**src/rtl/nota_pkg.sv**
```systemverilog
// Shared constants for the note detector.
// Holds the note codes, the inclusive period bounds (in 250 kHz ticks) for each of
// the 12 chromatic notes Do..Si, the nominal prescaler divide ratio and the FSM
// state type.
package nota_pkg;

   // Note codes reported on nota.
   localparam logic [3:0] DO        = 4'd0;
   localparam logic [3:0] DOS       = 4'd1;
   localparam logic [3:0] RE        = 4'd2;
   localparam logic [3:0] RES       = 4'd3;
   localparam logic [3:0] MI        = 4'd4;
   localparam logic [3:0] FA        = 4'd5;
   localparam logic [3:0] FAS       = 4'd6;
   localparam logic [3:0] SOL       = 4'd7;
   localparam logic [3:0] SOLS      = 4'd8;
   localparam logic [3:0] LA        = 4'd9;
   localparam logic [3:0] LAS       = 4'd10;
   localparam logic [3:0] SI        = 4'd11;
   localparam logic [3:0] NOTA_NONE = 4'hF;

   // Inclusive period bounds in ticks, valid for a 250 kHz tick only.
   localparam logic [9:0] DO_LO   = 10'd928;
   localparam logic [9:0] DO_HI   = 10'd1000;
   localparam logic [9:0] DOS_LO  = 10'd876;
   localparam logic [9:0] DOS_HI  = 10'd927;
   localparam logic [9:0] RE_LO   = 10'd827;
   localparam logic [9:0] RE_HI   = 10'd875;
   localparam logic [9:0] RES_LO  = 10'd781;
   localparam logic [9:0] RES_HI  = 10'd826;
   localparam logic [9:0] MI_LO   = 10'd737;
   localparam logic [9:0] MI_HI   = 10'd780;
   localparam logic [9:0] FA_LO   = 10'd696;
   localparam logic [9:0] FA_HI   = 10'd736;
   localparam logic [9:0] FAS_LO  = 10'd657;
   localparam logic [9:0] FAS_HI  = 10'd695;
   localparam logic [9:0] SOL_LO  = 10'd620;
   localparam logic [9:0] SOL_HI  = 10'd656;
   localparam logic [9:0] SOLS_LO = 10'd585;
   localparam logic [9:0] SOLS_HI = 10'd619;
   localparam logic [9:0] LA_LO   = 10'd552;
   localparam logic [9:0] LA_HI   = 10'd584;
   localparam logic [9:0] LAS_LO  = 10'd521;
   localparam logic [9:0] LAS_HI  = 10'd551;
   localparam logic [9:0] SI_LO   = 10'd480;
   localparam logic [9:0] SI_HI   = 10'd520;

   function automatic int unsigned tick_div(input int unsigned frec_in,
                                            input int unsigned frec_tick);
      return frec_in / frec_tick;
   endfunction

   // Nominal divide ratio: 25 MHz system clock down to the 250 kHz tick.
   localparam int unsigned TICK_DIV = tick_div(25000000, 250000);

   typedef enum logic {StIdle, StMeasure} state_t;

endpackage

```
**src/rtl/period_classifier.sv**
```systemverilog
// Combinational lookup from a measured period (ticks) to a chromatic note code.
// Ports:
//   period     in   10  measured period in ticks
//   note_class out   4  note code 0..11, or NOTA_NONE when outside every band
module period_classifier
   import nota_pkg::*;
(
   input  logic [9:0] period,
   output logic [3:0] note_class
);

   always_comb begin
      note_class = NOTA_NONE;
      if      (period >= DO_LO   && period <= DO_HI)   note_class = DO;
      else if (period >= DOS_LO  && period <= DOS_HI)  note_class = DOS;
      else if (period >= RE_LO   && period <= RE_HI)   note_class = RE;
      else if (period >= RES_LO  && period <= RES_HI)  note_class = RES;
      else if (period >= MI_LO   && period <= MI_HI)   note_class = MI;
      else if (period >= FA_LO   && period <= FA_HI)   note_class = FA;
      else if (period >= FAS_LO  && period <= FAS_HI)  note_class = FAS;
      else if (period >= SOL_LO  && period <= SOL_HI)  note_class = SOL;
      else if (period >= SOLS_LO && period <= SOLS_HI) note_class = SOLS;
      else if (period >= LA_LO   && period <= LA_HI)   note_class = LA;
      else if (period >= LAS_LO  && period <= LAS_HI)  note_class = LAS;
      else if (period >= SI_LO   && period <= SI_HI)   note_class = SI;
   end

endmodule

```
**src/rtl/note_detector.sv**
```systemverilog
// Measures the period of an incoming square wave and reports which chromatic note
// (Do..Si) it is, once Stable consecutive periods agree.
// Ports:
//   clockIn    in   1  system clock
//   reset      in   1  synchronous active-high reset
//   ondaIn     in   1  asynchronous square-wave input
//   nota       out  4  locked note code 0..11, 15 = none
//   notaValida out  1  high while nota holds a note 0..11
//   nuevaNota  out  1  one-cycle pulse when nota/notaValida change
//   periodo    out 10  last measured period in ticks
module note_detector
   import nota_pkg::*;
#(
   parameter int unsigned FrecIn   = 25000000,
   parameter int unsigned FrecTick = 250000,
   parameter int unsigned Stable   = 3,     // 1..7
   parameter int unsigned Timeout  = 1023
) (
   input  logic       clockIn,
   input  logic       reset,
   input  logic       ondaIn,
   output logic [3:0] nota,
   output logic       notaValida,
   output logic       nuevaNota,
   output logic [9:0] periodo
);

   localparam int unsigned TickDiv = tick_div(FrecIn, FrecTick);
   // Prescaler sized for at least the nominal divider.
   localparam int unsigned PrescW  = $clog2((TickDiv > TICK_DIV) ? TickDiv : TICK_DIV);
   localparam logic [2:0]  StableC  = 3'(Stable);
   localparam logic [9:0]  TimeoutC = 10'(Timeout);

   logic              sync1_q, sync2_q, prev_q;
   logic [PrescW-1:0] presc_q;
   state_t            state_q, state_d;
   logic [9:0]        tick_count_q, tick_count_d;
   logic [9:0]        periodo_q, periodo_d;
   logic [3:0]        cand_q, cand_d;
   logic [2:0]        match_cnt_q, match_cnt_d;
   logic [3:0]        nota_q, nota_d;
   logic              valida_q, valida_d;
   logic              nueva_q, nueva_d;
   logic              rise, tick, timeout;
   logic [3:0]        clase;

   assign rise    = sync2_q & ~prev_q;
   assign tick    = (presc_q == PrescW'(TickDiv - 1));
   // An edge always wins over an expiring count.
   assign timeout = (state_q == StMeasure) && !rise && (tick_count_q == TimeoutC);

   period_classifier u_classifier (
      .period     (tick_count_q),
      .note_class (clase)
   );

   // Synchronizer, edge history and prescaler.
   always_ff @(posedge clockIn) begin
      if (reset) begin
         sync1_q <= 1'b0;
         sync2_q <= 1'b0;
         prev_q  <= 1'b0;
         presc_q <= '0;
      end else begin
         sync1_q <= ondaIn;
         sync2_q <= sync1_q;
         prev_q  <= sync2_q;
         presc_q <= tick ? '0 : presc_q + 1'b1;
      end
   end

   // FSM state register.
   always_ff @(posedge clockIn) begin
      if (reset) state_q <= StIdle;
      else       state_q <= state_d;
   end

   // FSM next state.
   always_comb begin
      state_d = state_q;
      unique case (state_q)
         StIdle:    if (rise)    state_d = StMeasure;
         StMeasure: if (timeout) state_d = StIdle;
      endcase
   end

   // Measurement, stability and output next values.
   always_comb begin
      tick_count_d = tick_count_q;
      periodo_d    = periodo_q;
      cand_d       = cand_q;
      match_cnt_d  = match_cnt_q;
      nota_d       = nota_q;
      valida_d     = valida_q;
      nueva_d      = 1'b0;

      // Publish the candidate the cycle after its run reaches Stable.
      if (match_cnt_q == StableC && cand_q != nota_q) begin
         nota_d   = cand_q;
         valida_d = (cand_q != NOTA_NONE);
         nueva_d  = 1'b1;
      end

      unique case (state_q)
         StIdle: begin
            // Arming edge: start counting, no measurement yet.
            if (rise) tick_count_d = '0;
         end
         StMeasure: begin
            if (rise) begin
               periodo_d    = tick_count_q;
               tick_count_d = '0;
               if (clase == cand_q) begin
                  if (match_cnt_q < StableC) match_cnt_d = match_cnt_q + 3'd1;
               end else begin
                  cand_d      = clase;
                  match_cnt_d = 3'd1;
               end
            end else if (timeout) begin
               nota_d      = NOTA_NONE;
               valida_d    = 1'b0;
               cand_d      = NOTA_NONE;
               match_cnt_d = '0;
               nueva_d     = valida_q;
            end else if (tick) begin
               tick_count_d = tick_count_q + 10'd1;
            end
         end
      endcase
   end

   always_ff @(posedge clockIn) begin
      if (reset) begin
         tick_count_q <= '0;
         periodo_q    <= '0;
         cand_q       <= NOTA_NONE;
         match_cnt_q  <= '0;
         nota_q       <= NOTA_NONE;
         valida_q     <= 1'b0;
         nueva_q      <= 1'b0;
      end else begin
         tick_count_q <= tick_count_d;
         periodo_q    <= periodo_d;
         cand_q       <= cand_d;
         match_cnt_q  <= match_cnt_d;
         nota_q       <= nota_d;
         valida_q     <= valida_d;
         nueva_q      <= nueva_d;
      end
   end

   assign nota       = nota_q;
   assign notaValida = valida_q;
   assign nuevaNota  = nueva_q;
   assign periodo    = periodo_q;

endmodule

```
**config.mk**
```make
export PLATFORM = sky130hd
export DESIGN_NAME = note_detector
export DESIGN_NICKNAME = d
export VERILOG_FILES = /design/src/rtl/nota_pkg.sv /design/src/rtl/period_classifier.sv /design/src/rtl/note_detector.sv
export SDC_FILE = /design/constraint.sdc
export NUM_CORES = 1
export LEC_CHECK = 0
export ABC_AREA = 1
export CAP_MARGIN = 25
export CORE_MARGIN = 2
export CORE_UTILIZATION = 65
export DETAILED_ROUTE_END_ITERATION = 12
export DONT_BUFFER_PORTS = 1
export PLACE_DENSITY = 0.81
export SETUP_SLACK_MARGIN = 0.2
export SYNTH_ARGS = -nofsm -noshare
export SYNTH_HDL_FRONTEND = slang
export SYNTH_SLANG_ARGS = --single-unit
```
**constraint.sdc**
```tcl
create_clock -name clockIn -period 6.62 [get_ports clockIn]
set_input_delay 1.655 -clock clockIn [delete_from_list [all_inputs] [get_ports clockIn]]
set_output_delay 1.655 -clock clockIn [all_outputs]
set_load 0.02 [all_outputs]
```
== Word-level counts from Yosys, hierarchy flattened ==
Cells that the tools add are included.
Word-level totals
  bits in registers: 44
  bits in latches: 0
  RAM bits: 0
  bits in read-only memories: 0
  input port bits: 3
  output and inout bits: 16
  word-level logic and storage cells: 115
  memories kept: 0
Operators by class
  add/subtract/negate cells: 3
  multipliers: 0
  div/mod/pow operators: 0
  $lt $le $gt $ge: 25
  equality and inequality tests: 11
  shift operators: 0
  multiplexer cells: 39
  bitwise gates (word level): 3
  reduce and logical (&&, ||, !) cells: 22
Operators by type and width (count)
  less-or-equal comparator 10 bit (second input constant): 12
  >= comparator 10 bit (second input constant): 11
  2-to-1 mux 4 bit: 18
  2-to-1 mux 10 bit: 4
  case mux 10 bit (2 select lines): 1
  logical AND 1 bit: 15
  2-to-1 mux 3 bit: 5
  adder 10 x 1 -> 10 bit (second input constant): 1
  equality test 10 bit (second input constant): 1
  >= comparator 10 x 9 -> 1 bit (second input constant): 1
  2-to-1 mux 1 bit: 10
  AND reduction 3 bit: 3
  adder 7 x 1 -> 7 bit (second input constant): 1
  equality test 7 bit (second input constant): 1
  equality test 4 bit: 1
  inequality test 2 bit (second input constant): 2
  inequality test 4 bit: 1
  inequality test 4 bit (second input constant): 1
  adder 3 x 1 -> 3 bit (second input constant): 1
  equality test 3 x 2 -> 1 bit (second input constant): 1
  < comparator 3 x 2 -> 1 bit (second input constant): 1
  inequality test 3 x 1 -> 1 bit (second input constant): 1
  inequality test 3 x 2 -> 1 bit (second input constant): 1
  inequality test 3 bit (second input constant): 1
  other kinds (7): 8

== Depth between registers and ports, before layout ==
Gate-level depths: netlist of run 1.
  word-level depth: 17
  gate-level depth with buffers: 20
  depth with buffers taken out: 20

== Cells and area by module ==
From an unflattened synthesis of run 1, not the netlist that was laid out.
Unflattened totals
  cells, all modules: 413
  area total of the unflattened synthesis: 2623.8 sq um
By module, submodules not included
  note_detector: times used 1, cells each 286, area each 2053.2 sq um, sequential area each 880.8 sq um
  period_classifier: times used 1, cells each 127, area each 570.5 sq um, sequential area each 0.0 sq um

== Worst setup path after synthesis of run 1 ==
OpenSTA, ideal clock, no wires.
  path kind: input -> register
  start point: input reset
  end point: register presc_q[2]
  library setup time: 0.070 ns
  data arrival time: 2.179 ns
  required time: 6.550 ns
  slack: 4.371 ns
  stages on the path: 3
  buffers on the path: 1
  cells stage by stage: or2_2 > clkbuf_1 > a21oi_1
Between the ends
  longest elaborated chain between the ends: 1
RTL lines
  start, declared: line note_detector.sv:20  | input logic reset,
  OR reduction 2 bit (no source line)
  end signal, assigned: line note_detector.sv:68  | presc_q <= tick ? '0 : presc_q + 1'b1;
  end, declared: line note_detector.sv:35  | logic [PrescW-1:0] presc_q;
No other way between the ends.
A chain may end at the register's enable or synchronous reset.

== Worst setup path after layout of run 1 ==
  start point: register tick_count_q[9]
  end point: register cand_q[1]
Between the ends
  longest elaborated chain between the ends: 17
  elaborated cells between the ends (all ways): 56
  classes of those cells: order compare: 24; eq/ne: 3; mux: 14; reduce/logical: 15
RTL lines
  start, declared: line note_detector.sv:37  | logic [9:0] tick_count_q, tick_count_d;
  start signal, assigned: line note_detector.sv:142  | tick_count_q <= tick_count_d;
  >= comparator 10 x 9 -> 1 bit or less-or-equal comparator 10 bit (tied branches): line period_classifier.sv:25  | else if (period >= SI_LO && period <= SI_HI) note_class = SI;
  logical AND 1 bit: line period_classifier.sv:25
  2-to-1 mux 3 bit: line period_classifier.sv:25
  2-to-1 mux 4 bit: line period_classifier.sv:24  | else if (period >= LAS_LO && period <= LAS_HI) note_class = LAS;
  2-to-1 mux 4 bit: line period_classifier.sv:23  | else if (period >= LA_LO && period <= LA_HI) note_class = LA;
  2-to-1 mux 4 bit: line period_classifier.sv:22  | else if (period >= SOLS_LO && period <= SOLS_HI) note_class = SOLS;
  2-to-1 mux 4 bit: line period_classifier.sv:21  | else if (period >= SOL_LO && period <= SOL_HI) note_class = SOL;
  2-to-1 mux 4 bit: line period_classifier.sv:20  | else if (period >= FAS_LO && period <= FAS_HI) note_class = FAS;
  2-to-1 mux 4 bit: line period_classifier.sv:19  | else if (period >= FA_LO && period <= FA_HI) note_class = FA;
  2-to-1 mux 4 bit: line period_classifier.sv:18  | else if (period >= MI_LO && period <= MI_HI) note_class = MI;
  2-to-1 mux 4 bit: line period_classifier.sv:17  | else if (period >= RES_LO && period <= RES_HI) note_class = RES;
  2-to-1 mux 4 bit: line period_classifier.sv:16  | else if (period >= RE_LO && period <= RE_HI) note_class = RE;
  2-to-1 mux 4 bit: line period_classifier.sv:15  | else if (period >= DOS_LO && period <= DOS_HI) note_class = DOS;
  2-to-1 mux 4 bit: line period_classifier.sv:14  | if (period >= DO_LO && period <= DO_HI) note_class = DO;
  equality test 4 bit: line note_detector.sv:113  | if (clase == cand_q) begin
  inequality test 2 bit (no source line)
  AND reduction 3 bit (no source line)
  end signal, assigned: line note_detector.sv:144  | cand_q <= cand_d;
  end, declared: line note_detector.sv:39  | logic [3:0] cand_q, cand_d;
Several ways; a longest one is shown, not always the timed one. The select of a mux whose other input is x is not followed.

==> results of run 1 <==
==> power by group through the flow <==
stage / logic (mW) / registers, mW / clock network (mW)
detailed placement: 0.0140 / 0.277 / 0
global placement: 0.0135 / 0.277 / 0
floorplan: 0.0122 / 0.277 / 0
CTS: 0.0141 / 0.271 / 0.205
finish: 0.0143 / 0.271 / 0.201
global route: 0.0166 / 0.272 / 0.214
==> flip-flops by register name, indices dropped and copies added (netlist names), 3 cells and up <==
register      flops
tick_count_q     10
match_cnt_q       3
presc_q           7
nota              4
cand_q            4
periodo          10
==> kinds of logic (layout without fill, tap and decap cells) <==
| logic type | Yosys count | in the layout | synth area share, % |
|---|---|---|---|
| AND/OR/NAND/NOR | 222 | 222 | 38.5 |
| AO/OA/AOI/OAI | 68 | 68 | 13.9 |
| buffers and inverters | 59 | 57 | 9.37 |
| flip-flops | 44 | 44 | 33.0 |
| adder cells (fa/ha/maj) | 7 | 7 | 3.28 |
| XOR/XNOR | 6 | 6 | 1.97 |
==> final timing paths <==
| check | start | endpoint | slack, ps | cells past startpoint |
|---|---|---|---|---|
| hold reg to reg | sync1_q | sync2_q | 420 | 2 |
| hold / removal | sync1_q | sync2_q | 420 | 2 |
| setup reg to reg | tick_count_q[9] | cand_q[1] | 4160 | 16 |
| setup / recovery | tick_count_q[9] | cand_q[1] | 4160 | 16 |
==> worst max-delay path, stage by stage (launching register included) <==
cell,delay [ps]
dfxtp_1,560
nand2_4,160
inv_2,140
nand2_1,70
nor2_1,90
a21o_1,200
nand2_2,90
nor2_4,130
nand2_1,80
nand2_1,60
nand2_1,60
nor2_2,110
nand4_2,150
nand2_4,150
nand2_4,80
a21oi_1,140
o21ai_1,80
==> final cells by class <==
type | instances | area, um^2
Fill cell | 321 | 1190
Tap cell | 50 | 62.6
Timing Repair Buffer | 1 | 11.3
Clock buffer | 6 | 72.6
Inverter | 48 | 181
Multi-Input combinational cell | 303 | 1540
Sequential cell | 44 | 881
Clock inverter | 2 | 35.0
==> placed cells by master (no fill, tap or decap), drive strengths merged <==
| cell | count |
|---|---|
| nand2 | 110 |
| nor2 | 57 |
| inv | 46 |
| dfxtp | 44 |
| a21oi | 30 |
| nand3 | 30 |
| o21ai | 27 |
| nor3 | 10 |
| ha | 7 |
| clkbuf | 6 |
| nand4 | 5 |
| nand3b | 4 |
| nor4 | 3 |
| xor2 | 3 |
| xnor2 | 3 |
| o211ai | 3 |
| clkinv | 3 |
| a211oi | 2 |
| or2 | 2 |
| a22oi | 2 |
| a31oi | 1 |
| o31ai | 1 |
| a21o | 1 |
| o21bai | 1 |
| nor3b | 1 |
| bufinv | 1 |
| buf | 1 |
==> layer usage <==
metal | track usage (%) | vias to the layer above
met5 | 0 | -
met2 | 40.7 | 116
met4 | 8.25 | 0
li1 | - | 1307
met1 | 42.4 | 1120
met3 | 6.91 | 10
==> stage by stage <==
step / instances / hold WS [ps] / power (mW) / util, % / setup WS (ps)
after floorplan: 406 / 388 / 0.289 / - / 4370
after global placement: 445 / 391 / 0.291 / 67.1 / 3920
final: 454 / 420 / 0.486 / 70.1 / 4160
after CTS: 454 / 424 / 0.490 / 70.1 / 4150
after detailed placement: 446 / 401 / 0.291 / 67.4 / 4110
after global routing: 454 / 428 / 0.502 / 70.1 / 3910
==> metrics.md, run 1 <==
| Metric | Value |
|---|---|
| Die height | `68.1 um` |
| Vias | `approximately 2600` |
| Cts bufs inserted | `5` |
| Final setup viols | `0` |
| CTS max path bufs | `2` |
| Routability cong. | `0.986` |
| Status | `finished, final reports clean` |
| Crit Path Class | `flip-flop to flip-flop` |
| Wire length on met1 | `between 2000 and 3000 um` |
| CP required | `just under 7000 ps` |
| Setup repair after global routing missed its margin | `false` |
| Drt total wl | `around 6000 um` |
| Peak supply drop | `179 uV` |
| DRC Markers | `0` |
| ANT nets after route | `0` |
| Clock sink count | `44` |
| Htree depth | `2` |
| Diodes inserted | `0` |
| Sequential power share | `55.7%` |
| Final instance area | `0.00278 mm^2` |
| DR WL/cell | `between 10 and 15 um` |
| Register bit total from synthesis | `44` |
| Final period utilization | `37.1%` |
| WL met2 | `2520 um` |
| Global-route wire length before repair | `9940 um` |
| Clock-pin slew on the worst setup and hold paths | `80 ps` |
| IO Pins | `19` |
| Switching share of power | `21.0%` |
| Fin. max-slew vios | `0` |
| Vias/cell | `5.62` |
| Initial Utilization | `67.2%` |
| Min-delay worst type | `flip-flop to flip-flop` |
| Synthesis-to-layout area growth | `4.22%` |
| FMAX | `0.407 GHz` |
| Rows | `23` |
| GRT Util Overall | `28.6%` |
| Clk_lat worst skew | `about 300 ps` |
| Arr. time, crit path | `2650 ps` |
| Worst slew margin | `a little over three fifths` |
| CORE AREA | `slightly below 0.004 mm^2` |
| Initial antenna violation count | `0` |
| # port buffers | `0` |
| Postcts setup bufs | `0` |
| Cell area after placement | `0.00268 mm^2` |
| Most frequent cell after synthesis | `nand2_1` |
| List of most frequent post-synthesis cells | `100 x nand2_1, 48 x nor2_1, 44 x dfxtp_1, 42 x inv_1` |
| CTS tree | `built` |
| Synth Cell Area | `0.00267 mm^2` |
| Final min period | `2460 ps` |
| Clock network fraction of total power | `41.3%` |
| Leak | `1.27 nW` |
| Worst setup EP type | `flip-flop` |
| Syn Area/Cell | `6.58 um^2` |
| Hold Fails Final Rpt | `0` |
| Clock skew | `12.8 ps` |
| Share of cells above drive strength 1 | `just over 9%` |
| Area share of the leading cell type in the synthesized netlist | `33.0%` |
| Pwr Density | `between 150 and 200 mW/mm^2` |
| Max FO, Critical Path | `9` |
| Met3 routed WL | `between 400 and 500 um` |
| Top sig layer | `met4` |
| Ys async rst share | `0%` |
| Cells after synthesis | `406` |
| P_sw | `102 uW` |
| Overflow left after global routing | `0` |
| Setup TNS | `0 ps` |
| Overall die area | `0.00464 mm^2` |
| Mapped Nets | `between 400 and 500` |
| Logic gate share of total power | `2.9%` |
| EDFF count, synth | `0` |
| Post-DP HPWL | `4550 um` |
| Sequential area share after synthesis | `around a third` |
| CTS root buffer | `clkbuf_8` |
| Top FF cell, synth | `dfxtp_1` |
| Final nets | `413` |
| Max cap viols | `0` |
| Synth cell types | `38` |
| Starting DRT DRC Count | `347` |
| Crit path launch type | `flip-flop` |
| Die Wd | `roughly 70 um` |
| Worst-margin pin slew | `561 ps` |
| Largest net degree at the start of global routing | `20` |
| Leading area contributor after synthesis | `dfxtp_1` |
| Area contributors post-synth | `dfxtp_1 33%, nand2_1 14%, nor2_1 6.7%` |
| # resized after CTS | `0` |
| Int Power | `~380 uW` |
| Vias in the first global route | `2174` |
| # hold bufs at CTS | `0` |
| 1st-pass router iterations | `5` |
| Yosys warns | `0` |
No activity file was read; power rests on OpenSTA's default activity.
==> inputs of run 2 (changes only) <==
CORE_UTILIZATION = 57   (was 65)
PLACE_DENSITY = 0.75   (was 0.81)
clock period = 2 ns   (was 6.62 ns; I/O delays follow)
==> metrics.md, run 2 (synthesis gave the netlist of run 1 again) <==
| Metric | Value |
|---|---|
| Status | `finished, violations left` |
| Failing checks | `negative setup slack` |
| Worst r2r src | `tick_count_q[7]` |
| P_sw | `371 uW (+260%)` |
| Logic gate share of total power | `4.7% (+1.8 points)` |
| Htree depth | `2 (unchanged)` |
| Global-route wire length before repair | `11600 um (+17%)` |
| Routability cong. | `0.963 (-2.3%)` |
| Layout fillers | `290 (-9.7%)` |
| 1st-pass router iterations | `5 (unchanged)` |
| Reg-to-reg endpoint | `cand_q[3]` |
| Rows | `24 (+4.3%)` |
| Final min period | `2200 ps (-252 ps)` |
| Leak | `1.64 nW (+29%)` |
| Die height | `72.4 um (+6.4%)` |
| Hold path startpoint | `reset` |
| Post-DP HPWL | `5350 um (+18%)` |
| Clk_lat worst skew | `310 ps (about the same)` |
| Worst setup EP type | `flip-flop` |
| R2r setup slk | `-200 ps (-4370 ps)` |
| Setup WS post-layout | `-205 ps (-4370 ps)` |
| Die Wd | `72.4 um (+6.4%)` |
| ANT nets after route | `0 (unchanged)` |
| # hold bufs at CTS | `0 (unchanged)` |
| Int Power | `1.15 mW (+200%)` |
| CTS root buffer | `clkbuf_8` |
| M3 GR Usage | `5.14% (-1.8 points)` |
| Diodes inserted | `0 (unchanged)` |
| Commonest cells after routing, fill and taps aside | `86 x nand2_1, 62 x buf_4, 39 x nor2_1, 34 x dfxtp_1, 31 x inv_1` |
| Switching share of power | `24.4% (+3.5 points)` |
| Min-delay worst type | `input pin to flip-flop` |
| DRC Markers | `0 (unchanged)` |
| FMAX | `0.454 GHz (+11%)` |
| Fin. max-slew vios | `0 (unchanged)` |
| Initial Utilization | `60.1% (-7.2 points)` |
| Overflow left after global routing | `0 (unchanged)` |
| Final nets | `480 (+16%)` |
| Max FO, Critical Path | `7 (-2)` |
| Met2 Resource Use GR | `46.1% (+5.4 points)` |
| Clock skew | `18.0 ps (+5.16 ps)` |
| Crit path launch type | `flip-flop` |
| R2R cell count | `18 (+2)` |
| Clock-pin slew on the worst setup and hold paths | `100 ps (+20 ps)` |
| IO Pins | `19 (unchanged)` |
| Pwr Density | `416 mW/mm^2 (+140%)` |
| Synthesis-to-layout area growth | `36.6%` |
| Min-Delay Path Depth | `1 (-1)` |
| Crit Path Class | `flip-flop to flip-flop` |
| Final instance area | `0.00365 mm^2 (+31%)` |
| Drt total wl | `7730 um (+29%)` |
| WHS | `243 ps (-177 ps)` |
| Hold Fails Final Rpt | `0 (unchanged)` |
| GR Util met1 | `38.4% (-4.0 points)` |
| # port buffers | `0 (unchanged)` |
| Vias/cell | `5.63 (+0.14%)` |
| Initial antenna violation count | `0 (unchanged)` |
| Hold EP | `tick_count_q[0]` |
| CORE AREA | `0.00444 mm^2 (+12%)` |
| Clock network fraction of total power | `37.0% (-4.3 points)` |
| Clock sink count | `44 (unchanged)` |
| GRT Util Overall | `28.3% (-0.31 points)` |
| Sequential power share | `58.3% (+2.6 points)` |
| CTS max path bufs | `2 (unchanged)` |
| Final period utilization | `110% (+73 points)` |
| Cts bufs inserted | `5 (unchanged)` |
| Max cap viols | `0 (unchanged)` |
| Arr. time, crit path | `2400 ps (-250 ps)` |
| Starting DRT DRC Count | `294 (-15%)` |
| Largest net degree at the start of global routing | `21 (+5.0%)` |
| Worst-margin pin slew | `564 ps (+2.80 ps)` |
| Final setup viols | `9 (+9)` |
| CP required | `2190 ps (-4620 ps)` |
| Most used routing layer | `met2` |
| Share of cells above drive strength 1 | `37.4% (+28 points)` |
| Vias | `2945 (+15%)` |
| Vias in the first global route | `2595 (+19%)` |
| DR WL/cell | `14.8 um (+12%)` |
| CTS tree | `built` |
| Worst slew margin | `62.3% (-0.19 points)` |
| Crit path from | `tick_count_q[7]` |
| Setup repair after global routing missed its margin | `true` |
| Overall die area | `0.00525 mm^2 (+13%)` |
| Peak supply drop | `517 uV (+190%)` |
| Most common cell after layout, fill and taps aside | `nand2_1` |
| Cell area after placement | `0.00318 mm^2 (+19%)` |
## run 2: power by group through the flow
stage / registers, mW / logic (mW) / clock network (mW)
after detailed placement: 0.916 / 0.0572 / 0
after floorplan: 0.915 / 0.0422 / 0
after global routing: 0.886 / 0.0791 / 0.598
final: 0.885 / 0.0714 / 0.562
after CTS: 0.884 / 0.0589 / 0.564
after global placement: 0.915 / 0.0557 / 0
## run 2: worst max-delay path, cell delays in order (launching register included)
cell,delay [ps]
dfxtp_4,390
inv_4,90
nand2_2,90
nor2_2,130
nand3_1,110
nand2_1,80
nand2_1,60
nand2_2,80
nand2_2,60
nor2_4,130
nand2_2,70
nand2_1,50
nand2_1,50
nor2_2,140
nand4_4,130
nand2_4,150
nand2_8,80
a21oi_2,130
o21ai_1,60
## run 2: worst max path at each step
stage	to	slack (ps)	cells after the start
after detailed placement	cand_q[0]	-340	16
after global routing	cand_q[3]	-450	16
after floorplan	cand_q[0]	20	18
final	cand_q[3]	-200	18
after CTS	cand_q[3]	-150	19
after global placement	cand_q[0]	-300	16
## run 2: per-stage QoR
step	utilization, %	setup WS, ps	power (mW)	TNS [ps]	std cells
after floorplan	-	16.5	0.957	0	406
after global routing	82.0	-448	1.56	-3370	523
after CTS	77.5	-146	1.51	-700	517
final	82.0	-205	1.52	-1370	523
after global placement	71.5	-299	0.971	-2140	504
after detailed placement	71.5	-342	0.973	-2250	504
## run 2: metal layers
metal / routed length (um) / up-vias
li1: - / 1449
met1: 3350 / 1368
met2: 3700 / 113
met3: 565 / 15
met4: 108 / 0
met5: 0 / -
## run 2: repair_timing
| item | in CTS | in global routing |
|---|---|---|
| setup buffers | 5 | 6 |
| pin swaps | 23 | 8 |
| hold endpoints to repair | 0 | 0 |
| setup endpoints to repair | 18 | 21 |
| gates resized for setup | 52 | 41 |
## run 2: layout make-up
type	instances	area [um^2]	share of cell area, %
clock buffer	5	68.8	1.89
clock inverter	3	18.8	0.515
inverter	48	205	5.63
multi-input combinational	303	1840	50.4
sequential	44	916	25.1
tap	52	65.1	1.78
timing repair buffer	68	533	14.6
==> inputs of run 3 (changes only) <==
ABC_CLOCK_PERIOD_IN_PS = 2000   (was not set)
==> results of run 3 <==
Same layout as run 2: the final DEF is identical, and so are final timing and power.
